**src/rtl/imm_decode_stage.sv**
```systemverilog
// RISC-V immediate/format decoder registered behind a valid/ready stage with a
// 2-entry skid buffer (main drives the outputs, skid absorbs one stall cycle).
module imm_decode_stage #(
    parameter int unsigned XLEN  = 32,
    parameter int unsigned CNT_W = 16
) (
    input  logic             clk,
    input  logic             rst_n,
    input  logic             flush,
    input  logic             in_valid,
    output logic             in_ready,
    input  logic [31:0]      in_inst,
    output logic             out_valid,
    input  logic             out_ready,
    output logic [31:0]      out_inst,
    output logic [XLEN-1:0]  out_imm,
    output logic [2:0]       out_fmt,
    output logic             out_illegal,
    output logic [CNT_W-1:0] illegal_count
);
    localparam int unsigned INST_W = 32;
    localparam int unsigned FMT_W  = 3;

    typedef enum logic [FMT_W-1:0] {
        FMT_NONE    = 3'd0,
        FMT_I       = 3'd1,
        FMT_SHIFT   = 3'd2,
        FMT_S       = 3'd3,
        FMT_B       = 3'd4,
        FMT_J       = 3'd5,
        FMT_U       = 3'd6,
        FMT_UNKNOWN = 3'd7
    } fmt_e;

    typedef struct packed {
        logic [INST_W-1:0] inst;
        logic [XLEN-1:0]   imm;
        fmt_e              fmt;
        logic              illegal;
    } entry_t;

    entry_t           dec;
    entry_t           main_q;
    entry_t           skid_q;
    logic             main_valid;
    logic             skid_valid;
    logic [CNT_W-1:0] cnt_q;
    logic [6:0]       opcode;
    logic [2:0]       funct3;
    logic [5:0]       shamt;
    logic             accept;
    logic             pop;

    // Combinational decode of the incoming word
    always_comb begin
        opcode      = in_inst[6:0];
        funct3      = in_inst[14:12];
        shamt       = (XLEN == 64) ? in_inst[25:20] : {1'b0, in_inst[24:20]};
        dec         = '0;
        dec.inst    = in_inst;
        dec.fmt     = FMT_UNKNOWN;
        dec.illegal = 1'b0;
        case (opcode)
            7'b0000011, 7'b1100111: begin
                dec.fmt = FMT_I;
                dec.imm = XLEN'($signed(in_inst[31:20]));
            end
            7'b0010011: begin
                if (funct3 == 3'b001 || funct3 == 3'b101) begin
                    dec.fmt = FMT_SHIFT;
                    dec.imm = XLEN'(shamt);
                end else begin
                    dec.fmt = FMT_I;
                    dec.imm = XLEN'($signed(in_inst[31:20]));
                end
            end
            7'b0100011: begin
                dec.fmt = FMT_S;
                dec.imm = XLEN'($signed({in_inst[31:25], in_inst[11:7]}));
            end
            7'b1100011: begin
                dec.fmt = FMT_B;
                dec.imm = XLEN'($signed({in_inst[31], in_inst[7], in_inst[30:25],
                                         in_inst[11:8], 1'b0}));
            end
            7'b1101111: begin
                dec.fmt = FMT_J;
                dec.imm = XLEN'($signed({in_inst[31], in_inst[19:12], in_inst[20],
                                         in_inst[30:21], 1'b0}));
            end
            7'b0110111, 7'b0010111: begin
                dec.fmt = FMT_U;
                dec.imm = XLEN'($signed({in_inst[31:12], 12'b0}));
            end
            7'b0110011: begin
                dec.fmt = FMT_NONE;
            end
            default: begin
                dec.fmt     = FMT_UNKNOWN;
                dec.illegal = 1'b1;
            end
        endcase
    end

    assign in_ready = ~skid_valid;
    assign accept   = in_valid & in_ready & ~flush;
    assign pop      = main_valid & out_ready;

    // Buffer update: flush wins; otherwise refill main from skid or input in order
    always_ff @(posedge clk or negedge rst_n) begin
        if (!rst_n) begin
            main_q     <= '0;
            skid_q     <= '0;
            main_valid <= 1'b0;
            skid_valid <= 1'b0;
        end else if (flush) begin
            main_valid <= 1'b0;
            skid_valid <= 1'b0;
        end else if (pop || !main_valid) begin
            if (skid_valid) begin
                main_q     <= skid_q;
                main_valid <= 1'b1;
                skid_valid <= accept;
                if (accept) begin
                    skid_q <= dec;
                end
            end else begin
                main_valid <= accept;
                if (accept) begin
                    main_q <= dec;
                end
            end
        end else if (accept) begin
            skid_q     <= dec;
            skid_valid <= 1'b1;
        end
    end

    // Saturating count of accepted unknown opcodes; survives flush
    always_ff @(posedge clk or negedge rst_n) begin
        if (!rst_n) begin
            cnt_q <= '0;
        end else if (accept && dec.illegal && (cnt_q != '1)) begin
            cnt_q <= cnt_q + CNT_W'(1);
        end
    end

    assign out_valid     = main_valid;
    assign out_inst      = main_q.inst;
    assign out_imm       = main_q.imm;
    assign out_fmt       = main_q.fmt;
    assign out_illegal   = main_q.illegal;
    assign illegal_count = cnt_q;

endmodule

```
**config.mk**
```make
export PLATFORM = sky130hd
export DESIGN_NAME = imm_decode_stage
export DESIGN_NICKNAME = d
export VERILOG_FILES = /design/src/rtl/imm_decode_stage.sv
export SDC_FILE = /design/constraint.sdc
export NUM_CORES = 1
export LEC_CHECK = 0
export CAP_MARGIN = 20
export CORE_ASPECT_RATIO = 1.2
export CORE_UTILIZATION = 50
export DETAILED_ROUTE_END_ITERATION = 10
export DONT_BUFFER_PORTS = 1
export HOLD_SLACK_MARGIN = 0.1
export PLACE_DENSITY_LB_ADDON = 0.25
export REMOVE_ABC_BUFFERS = 1
export SETUP_SLACK_MARGIN = 0.4
export SLEW_MARGIN = 20
export SYNTH_ARGS = -nofsm -noshare
export SYNTH_HDL_FRONTEND = slang
export SYNTH_SLANG_ARGS = --single-unit
```
**constraint.sdc**
```tcl
create_clock -name clk -period 5.4 [get_ports clk]
set_input_delay 0 -clock clk [delete_from_list [all_inputs] [get_ports clk]]
set_output_delay 0 -clock clk [all_outputs]
set_load 0.01 [all_outputs]
```
==> results_dict.tcl <==
set metrics [dict create \
    ir_drop_mv 0.2434 \
    fillers 1140 \
    postCtsSetupRepairBufs 0 \
    antenna_found_initial 1 \
    vias 5385 \
    post_synth.cell_area_avg_sq_um 9.536 \
    grt_pass1_wl_um 27230 \
    htreeDepth 4 \
    grt_max_degree 155 \
    drive_gt1_frac 0.06317 \
    grt_pass1_vias 5458 \
    register_area_sq_um 3855 \
    drc 0 \
    yosysSeqAreaShare 0.5644 \
    fmax_ghz 0.3328 \
    hold_viol_final 0 \
    fin_crit_ns 3.005 \
    worst_hold_path.num_cells 5 \
    multi_input_area_sq_um 2795 \
    setup-tns-final_ns 0 \
    initialDrtViolationCount 358 \
    crit_chain "buf_4 > inv_1 > nand2_1 > nor2_1 > a21oi_1" \
    max_slew_margin 0.2359 \
    cts.repair.resized 0 \
    ios 123 \
    ant_nets 0 \
    setup_violations 0 \
    async_reset_ff_frac 1.000 \
    cts_root_buf "clkbuf_16" \
    arrival_ns 3.29 \
    row_count 46 \
    die_area_sq_um 14130 \
    clock_skew_ns 0.009595 \
    yosys_warnings 0 \
    rr_worst_depth 5 \
    start_kind "flop" \
    ys_ff_latch 154 \
    drt_wl_total_um 16700 \
    layout_common_cells "181 x nand2_1, 153 x dfrtp_1, 80 x o21ai_0, 52 x a21oi_1, 38 x dlygate4sd3_1" \
    die_w_um 108.7 \
    cts_tree "built" \
    slowest_stage "nor2_1" \
    critPathCaptureType "flop" \
    via_per_inst 5.898 \
    syn_area_sq_um 6828 \
    cts_buffers 17 \
    cp.required_ns 5.68 \
    path_class "reg2reg" \
    layout_commonest_cell "nand2_1" \
    power_density_nw_per_um2 382.8 \
    crit_path_max_fanout 59 \
    firstDrtPassIters 5 \
    synth_top_flop_cell "dfrtp_1" \
    clk_latency_ns 0.43 \
    gp_congestion 0.8383 \
    core-area_sq_um 13300 \
    wl_per_cell_um 18.29 \
    max_stage_delay_ns 0.72 \
    fin_crit_sh 0.5564 \
    io_buffers 0 \
    initial_core_util 0.5136 \
    hpwl_um 10150 \
    synth_edf_count 0 \
    nets 771 \
    rsz0062_at_grt "no" \
    final_core_util 0.5965 \
    maxCapViolations 0 \
    grt-ovfl-total 0 \
    die_y_um 130.0 \
    synth_cells 716 \
    clockBufferDepth 2 \
    p_leak_nw 3.497 \
    cts_sinks 154 \
    clk_pin_slew_ns 0.06 \
    area_growth_pct 16.14 \
    tightest_slew_ns 1.139 \
    maxSlewViolCount 0 \
    track_usage 0.2532 \
    status "finished, final reports clean" \
    synthDistinctLibCells 48 \
    total_power_mw 3.035 \
    min_path_type "in2reg" \
    postCtsHoldBufs 38 \
]
[synth_stat cells, types with 4 or more instances]
library cell	number	area, sq um
mux2i_1	33	330.3
nand2_1	181	679.4
dfrtp_1	154	3854
nor2_1	37	138.9
o21ai_0	80	400.4
and3_1	14	87.58
o22ai_1	13	81.33
xnor2_1	12	105.1
or3_1	13	81.33
clkbuf_1	31	116.4
a21oi_1	52	260.3
nand3_1	14	70.07
nand4_1	6	37.54
a221o_1	6	60.06
a22oi_1	4	30.03
buf_2	10	50.05
nor3_1	4	20.02
[per-layer routing]
layer  part of all wire  GRT usage  vias up
li1                   -          -     2498
met1               0.40     0.2947     2665
met2               0.50     0.4252      174
met3              0.069    0.07592       48
met4              0.032     0.1248        0
met5                  0          0        -
[cell families after synthesis]
family | after synthesis | synth area share
xor gates and xnor gates | 12 | 0.01539
DFF | 154 | 0.5644
muxes | 36 | 0.05333
buffers and inverters | 48 | 0.03042
AOI/OAI and AO/OA | 169 | 0.1385
adders and majority gates | 1 | 0.001832
and+or+nand+nor | 296 | 0.1961
[metrics by stage]
stage / instances / hold slack, ns / instance area [sq um] / setup slack [ns]
4_1_cts: 910 / 0.1076 / 7890 / 2.337
2_1_floorplan: 671 / -0.2956 / 6631 / 1.371
6_report: 913 / 0.1287 / 7930 / 2.395
3_5_place_dp: 842 / -0.2914 / 6894 / 2.358
5_1_grt: 913 / 0.1558 / 7930 / 2.095
3_3_place_gp: 842 / -0.2915 / 6894 / 2.415
[registers in the layout, summed over array words and instances, names as in the netlist]
signal,count
out_inst,32
out_fmt,3
skid_q,68
out_imm,32
out_illegal,1
illegal_count,16
skid_valid,1
out_valid,1
[critical path, delay by kind of cell (launching register included)]
family,cells,cell delay [ns]
AND/OR/NAND/NOR,2,1.31
buffers and inverters,2,0.94
flip-flops,1,0.40
AO/OA/AOI/OAI,1,0.16
[cell type report]
| cell class | instances | area share |
|---|---|---|
| Sequential cell | 154 | 0.4861 |
| Multi-Input combinational cell | 514 | 0.3525 |
| Clock buffer | 24 | 0.06453 |
| Timing Repair Buffer | 43 | 0.05775 |
| Tap cell | 168 | 0.02651 |
| Clock inverter | 6 | 0.01089 |
| Inverter | 3 | 0.001420 |
| Antenna cell | 1 | 0.0003156 |
[where the power goes]
| part | switching, mW | internal, mW |
|---|---|---|
| logic | 0.187 | 0.134 |
| clock network | 0.448 | 0.748 |
| registers | 0.183 | 1.34 |
[path summary, 6_finish.rpt]
path	slack, ns	endpoint	startpoint
max in group asynchronous	4.54	skid_valid$_DFFE_PN0P_	rst_n
min reg2reg	0.47	skid_q[1]$_DFFE_PN0P_	skid_q[1]$_DFFE_PN0P_
min	0.13	skid_q[1]$_DFFE_PN0P_	in_inst[2]
min in group asynchronous	0.30	out_inst[13]$_DFFE_PN0P_	rst_n
max	2.40	out_imm[28]$_DFFE_PN0P_	skid_valid$_DFFE_PN0P_
max reg2reg	2.40	out_imm[28]$_DFFE_PN0P_	skid_valid$_DFFE_PN0P_
Note: power is estimated with default switching activity, not from simulation.
